===== src/rtl/wb_result_buffer.sv =====
// wb_result_buffer: in-order result FIFO between an execution unit's writeback port and the arbiter.
// Optional macro WB_BUFFER_BYPASS_EN adds a zero-latency pass-through while the buffer is empty.
module wb_result_buffer #(
  parameter int DEPTH      = 4,
  parameter int DATA_WIDTH = 32,
  parameter int ID_WIDTH   = 3
) (
  input  logic                       clk,
  input  logic                       rst_n,
  input  logic                       unit_done,
  input  logic [ID_WIDTH-1:0]        unit_id,
  input  logic [DATA_WIDTH-1:0]      unit_rd,
  output logic                       unit_ack,
  output logic                       wb_done,
  output logic [ID_WIDTH-1:0]        wb_id,
  output logic [DATA_WIDTH-1:0]      wb_rd,
  input  logic                       wb_ack,
  output logic [$clog2(DEPTH):0]     count
);

  localparam int PTR_W = $clog2(DEPTH);
  localparam int CNT_W = PTR_W + 1;
  localparam logic [CNT_W-1:0] FULL_CNT = CNT_W'(DEPTH);
  localparam logic [PTR_W-1:0] PTR_ONE  = PTR_W'(1);
  localparam logic [CNT_W-1:0] CNT_ONE  = CNT_W'(1);

  logic [ID_WIDTH-1:0]   id_mem [DEPTH];
  logic [DATA_WIDTH-1:0] rd_mem [DEPTH];
  logic [PTR_W-1:0]      wr_ptr;
  logic [PTR_W-1:0]      rd_ptr;
  logic                  full;
  logic                  empty;
  logic                  push;
  logic                  pop;
  logic                  write;
  logic                  drain;

  assign full  = (count == FULL_CNT);
  assign empty = (count == '0);

  // Acceptance is held off while reset is asserted so upstream never sees an ack it cannot trust.
  assign push     = rst_n & unit_done & ~full;
  assign unit_ack = push;

`ifdef WB_BUFFER_BYPASS_EN
  logic bypass;

  // An empty buffer forwards the upstream result directly; if the arbiter takes it, nothing is stored.
  assign bypass  = rst_n & empty & unit_done;
  assign wb_done = ~empty | bypass;
  assign wb_id   = bypass ? unit_id : id_mem[rd_ptr];
  assign wb_rd   = bypass ? unit_rd : rd_mem[rd_ptr];
  assign pop     = wb_done & wb_ack;
  assign write   = push & ~(bypass & wb_ack);
  assign drain   = pop & ~bypass;
`else
  assign wb_done = ~empty;
  assign wb_id   = id_mem[rd_ptr];
  assign wb_rd   = rd_mem[rd_ptr];
  assign pop     = wb_done & wb_ack;
  assign write   = push;
  assign drain   = pop;
`endif

  always_ff @(posedge clk or negedge rst_n) begin
    if (!rst_n) begin
      wr_ptr <= '0;
      rd_ptr <= '0;
      count  <= '0;
    end else begin
      if (write) wr_ptr <= wr_ptr + PTR_ONE;
      if (drain) rd_ptr <= rd_ptr + PTR_ONE;
      case ({write, drain})
        2'b10:   count <= count + CNT_ONE;
        2'b01:   count <= count - CNT_ONE;
        default: count <= count;
      endcase
    end
  end

  // Storage is deliberately left unreset; occupancy alone decides what is valid.
  always_ff @(posedge clk) begin
    if (write) begin
      id_mem[wr_ptr] <= unit_id;
      rd_mem[wr_ptr] <= unit_rd;
    end
  end

endmodule


===== config.mk =====
export PLATFORM = sky130hd
export DESIGN_NAME = wb_result_buffer
export DESIGN_NICKNAME = d
export VERILOG_FILES = /design/src/rtl/wb_result_buffer.sv
export SDC_FILE = /design/constraint.sdc
export NUM_CORES = 1
export LEC_CHECK = 0
export CORE_ASPECT_RATIO = 1.5
export CORE_MARGIN = 4
export CORE_UTILIZATION = 56
export DETAILED_ROUTE_END_ITERATION = 10
export DONT_BUFFER_PORTS = 1
export PLACE_DENSITY = 0.84
export RECOVER_POWER = 25
export SYNTH_ARGS = -nofsm -noshare
export SYNTH_HDL_FRONTEND = slang
export SYNTH_SLANG_ARGS = --single-unit

===== constraint.sdc =====
create_clock -name clk -period 2.1 [get_ports clk]
set_input_delay 0.21 -clock clk [delete_from_list [all_inputs] [get_ports clk]]
set_output_delay 0.21 -clock clk [all_outputs]
set_load 0.005 [all_outputs]

After elaboration in Yosys (flattened, before gate mapping)
Memory sizes are Yosys's and may differ from the RTL's.
Cells that the tools add are included.
{"block": "totals", "ram_bits": 140, "output_inout_bits": 40, "elab_cells": 22, "n_memories": 2, "ff_bits": 7, "input_bits": 39}
{"memory": "rd_mem", "depth": 4, "width": 32, "read_ports": 1, "rd_ports_with_merged_regs": 0, "wr": 1, "line": "28", "text": "logic [DATA_WIDTH-1:0] rd_mem [DEPTH];"}
{"memory": "id_mem", "depth": 4, "width": 3, "read_ports": 1, "rd_ports_with_merged_regs": 0, "wr": 1, "line": "27", "text": "logic [ID_WIDTH-1:0] id_mem [DEPTH];"}
{"block": "op_classes", "muxes": 3, "n_reduce_logical": 2, "n_eq_ne": 3, "addsub": 4, "bitwise_logic": 5}
{"op": "case mux 3 bit (2 select lines)", "count": 1}
{"op": "adder 2 x 1 -> 2 bit, second input constant", "count": 2}
{"op": "adder 3 x 1 -> 3 bit, second input constant", "count": 1}
{"op": "bitwise AND 1 bit", "count": 3}
{"op": "equality test 3 bit, second input constant", "count": 1}
{"op": "logical NOT 3 bit", "count": 1}
{"op": "subtractor 3 x 1 -> 3 bit, second input constant", "count": 1}
{"op": "equality test 2 x 1 -> 1 bit, second input constant", "count": 1}
{"op": "equality test 2 bit, second input constant", "count": 1}
{"op": "two-way mux 1 bit", "count": 2}
{"op": "inverter 1 bit", "count": 2}
{"op": "nonzero test 2 bit", "count": 1}

Longest topological paths before layout
{"block": "depth", "depth_word": 5, "mapped_depth": 9, "depth_no_buf": 9}

Worst setup path after synthesis
Ideal clock, no wire load.
{"block": "synth_timing", "path_kind": "flip-flop to flip-flop", "startpoint": "register count[1]", "endpoint": "memory id_mem[2][0] (enable)", "setup_ps": 395, "path_stages_with_launch": 4, "setup_slack_ps": 45, "path_buffers": 0, "synth_period_minus_slack_ps": 2055, "t_arrival_ps": 1660, "required_time_ps": 1705, "path_cell_list": "dfrtp_1 inv_1 a31oi_4 and2_1"}
{"block": "synth_between", "elab_chain_cells": 5}
{"item": "from (decl)", "line": "18", "text": "output logic [$clog2(DEPTH):0] count"}
{"item": "from (signal assigned)", "line": "74", "text": "2'b10: count <= count + CNT_ONE;"}
{"item": "from (signal assigned)", "line": "75", "text": "2'b01: count <= count - CNT_ONE;"}
{"item": "from (signal assigned)", "line": "76", "text": "default: count <= count;"}
{"item": "equality test 3 bit", "line": "38", "text": "assign full = (count == FULL_CNT);"}
{"item": "inverter 1 bit", "line": "42", "text": "assign push = rst_n & unit_done & ~full;"}
{"item": "bitwise AND 1 bit", "line": "42"}
{"item": "via unit_ack", "line": "13", "text": "output logic unit_ack,"}
{"item": "two-way mux 1 bit", "line": "83", "text": "if (write) begin"}
{"item": "two-way mux 1 bit (not written as such)", "line": "84", "text": "id_mem[wr_ptr] <= unit_id;"}
{"item": "to (decl)", "line": "27"}
The timed path passes the listed nets, and every way through them passes these cells.

Final worst setup path
{"block": "layout_timing", "startpoint": "register count[0]", "endpoint": "register count[2]"}
{"block": "layout_between", "elab_chain_cells": 5, "elab_cells_between_ends": 12, "cone_classes": "2 x add/sub; 3 x eq/ne; 1 x mux; 4 x bitwise; 2 x reduce/logical"}
{"item": "equality test 3 bit (*)", "line": "38"}
{"item": "inverter 1 bit (*)", "line": "42"}
{"item": "bitwise AND 1 bit (*)", "line": "42"}
{"item": "via unit_ack", "line": "13"}
{"item": "equality test 2 x 1 -> 1 bit / equality test 2 bit (equally long branches)", "line": "73", "text": "case ({write, drain})"}
{"item": "case mux 3 bit (2 select lines) / nonzero test 2 bit (equally long branches)"}
Mark *: on every way through the listed nets, which the timed path passes. The rest lies on a longest branch.
A chain may end at the register's enable or synchronous reset.

==> impl_metrics.ini <==
[power]
p_int_mw = 6.63
peakVddDrop_mv = 0.830
combPwrFrac_pct = 21.2
clkPwrFrac_pct = 35.9
p_per_area_mw_per_mm2 = 1310
p_sw_mw = 2.18
power_frac_seq_pct = 42.9
leakage_nw = 2.24
sw_frac_of_total_pct = 24.7

[routing]
drc = 0
via_per_inst = 5.85
drt_iter0_drc = 137
wl_per_cell_um = 22.8
vias = 2374
firstDrtPassIters = 4
final_antenna_net_count = 0
finalWirelength_mm = 9.27

[synthesis]
synthCells = 220
synth_warnings = 0
ys_ff_latch = 147
avgSynthCellArea_um2 = 25.2
ys_seq_area_share_pct = 79.1
ys_types = 20
syn_area_mm2 = 0.00554
synth_fp_nets = 265

[critical_path]
start_kind = flop
cp-endpoint = count[2]
regToRegStartpoint = count[0]
crit_required_ns = 2.43
cp_data_arrival_time_ns = 2.27
r2r_end = count[2]
worst_r2r_path_depth = 9
worstPathMaxFanout = 8
cp-end-kind = flop
startpoint = count[0]
setup.worst_path.class = reg2reg
rrSetupSlack_ns = 0.16

[grt]
grt_usage_pct = 18.0
first_global_vias = 2592
grt_pass1_wl_mm = 14.5
grt_max_degree = 31
grt_overflow = 0
antenna_found_initial = 0

[clock_network]
cts-buffers-inserted = 17
cts.clk_slew.worst_paths_ns = 0.05
clkLatencyLatePin_ns = 0.41
htree_levels = 4
cts_buffer_depth = 2
root_buffer = clkbuf_16
clkSinkCount = 147
cts_setup_buffers = 0
cts_tree = yes

[die]
rows = 44
fp.dieW_um = 89.2
die-area_mm2 = 0.0116
io_pins = 79
die_y_um = 130
initial_core_util_pct = 57.1
core_area_mm2 = 0.00969

[placed_design]
port_buffers = 0
globalplace.congestion = 0.674
place_area_mm2 = 0.00569
place_hpwl_mm = 5.57

[status]
status = completed

[layout]
fillers = 574
syn2layout_area_growth_pct = 21.2
final_nets = 323
diodes = 0
multi_input_area_mm2 = 0.00106
regArea_mm2 = 0.00439
design_area_mm2 = 0.00671
drive_gt1_share_pct = 29.2

[flow_run]
max_cap_violations = 0

[sta]
tightest_slew_ns = 0.336
slew-limit-headroom_pct = 77.5
hold_viol_final = 0
period_needed_ns = 1.94
setup_violations = 0
maxSlewViolCount = 0
timing.fmax_mhz = 514
fin_skew_ns = 0.00502
rsz0062_at_grt = false
final.period_utilization_pct = 92.6
tns_ns = 0

[hold_path]
hold_path_class = in2reg
==> cell families after synthesis <==
| group | count (synthesis) | synth area share [%] |
|---|---|---|
| flip-flops | 147 | 79.1 |
| AO/OA/AOI/OAI | 2 | 0.542 |
| buffers and inverters | 14 | 2.06 |
| multiplexers | 37 | 15.1 |
| XOR/XNOR | 6 | 0.949 |
| adder cells (fa/ha/maj) | 6 | 1.49 |
| AND/OR/NAND/NOR | 8 | 0.768 |
==> sequential cells by signal, indices dropped and copies added (netlist names) <==
| name | count |
|---|---|
| count | 3 |
| id_mem | 12 |
| rd_mem | 128 |
| rd_ptr | 2 |
| wr_ptr | 2 |
==> worst max-delay path, stage by stage, from the launching register on <==
cell     delay, ns
dfrtp_2       0.45
inv_2         0.11
a31oi_4       0.14
inv_1         0.09
ha_2          0.21
inv_1         0.06
fa_2          0.36
xor2_2        0.17
nor2_1        0.12
xor2_1        0.15
==> through the flow <==
stage	util [%]	cells	setup WS [ns]	power, mW	hold slack (ns)
floorplan	-	220	0.0447	5.29	-0.0856
global placement	58.7	338	0.230	5.56	-0.0854
detailed placement	58.7	338	0.0695	5.63	-0.0854
CTS	69.1	406	0.0435	8.89	0.0874
global route	69.3	406	0.0556	9.21	0.120
finish	69.3	406	0.156	8.81	0.111
==> synth_stat cells <==
cell / number / area [µm²]
o31a_1: 1 / 8.76
a31oi_4: 1 / 21.3
xnor2_1: 3 / 26.3
dfrtp_1: 7 / 175
buf_12: 3 / 60.1
mux2_2: 1 / 11.3
nor2_1: 1 / 3.75
fa_1: 1 / 20.0
buf_2: 4 / 20.0
xor2_1: 3 / 26.3
or3_1: 1 / 6.26
and2_1: 4 / 25.0
mux4_2: 28 / 631
inv_1: 6 / 22.5
mux2i_1: 1 / 10.0
mux4_1: 7 / 184
edfxtp_1: 140 / 4200
buf_6: 1 / 11.3
ha_1: 5 / 62.6
nand2_1: 2 / 7.51
==> final cells by class <==
type | instances | share of cell area, %
clock buffer | 23 | 7.27
clock inverter | 9 | 2.27
inverter | 6 | 0.336
multi-input combinational | 59 | 15.8
sequential | 147 | 65.3
tap | 115 | 2.14
timing repair buffer | 47 | 6.84
==> worst min-delay path by stage <==
stage	startpoint	endpoint	slack, ns	depth (start not counted)
floorplan	rst_n	count[0]	-0.09	0
global placement	rst_n	count[0]	-0.09	0
detailed placement	rst_n	count[1]	-0.09	0
CTS	wb_ack	rd_ptr[0]	0.09	2
global route	wb_ack	rd_ptr[0]	0.12	2
finish	wb_ack	rd_ptr[0]	0.11	2
==> layout by cell type, fill, tap and decap left out, types with 3 or more instances in the layout <==
master	n
dfrtp_2	5
buf_4	9
edfxtp_1	140
dlygate4sd3_1	36
mux4_1	7
ha_1	4
clkinvlp_4	3
mux4_2	28
bufinv_16	4
clkbuf_16	17
xnor2_1	3
and2_2	4
inv_1	4
clkbuf_8	4
==> metal layers <==
metal  vias to the layer above  global-route usage, %  share of wire (%)
met5                         -                      0                  0
met4                         0                   6.84                1.5
met3                        13                   7.14                5.3
met2                        69                   30.3                 57
met1                      1248                   20.5                 36
li1                       1044                      -                  -
==> power groups by stage <==
stage	logic [mW]	registers, mW	clock network, mW
floorplan	1.53	3.75	0
global placement	1.76	3.80	0
detailed placement	1.80	3.83	0
CTS	1.90	3.77	3.22
global route	2.04	3.81	3.36
finish	1.87	3.78	3.16
==> timing repair <==
| item | 4_1_cts | 5_1_grt |
|---|---|---|
| endpoints found under the hold margin | 147 | 0 |
| setup endpoints to repair | 0 | 6 |
| hold buffers | 36 | 0 |
| resized for setup | 0 | 9 |
Power figures use the tool's default switching activity.
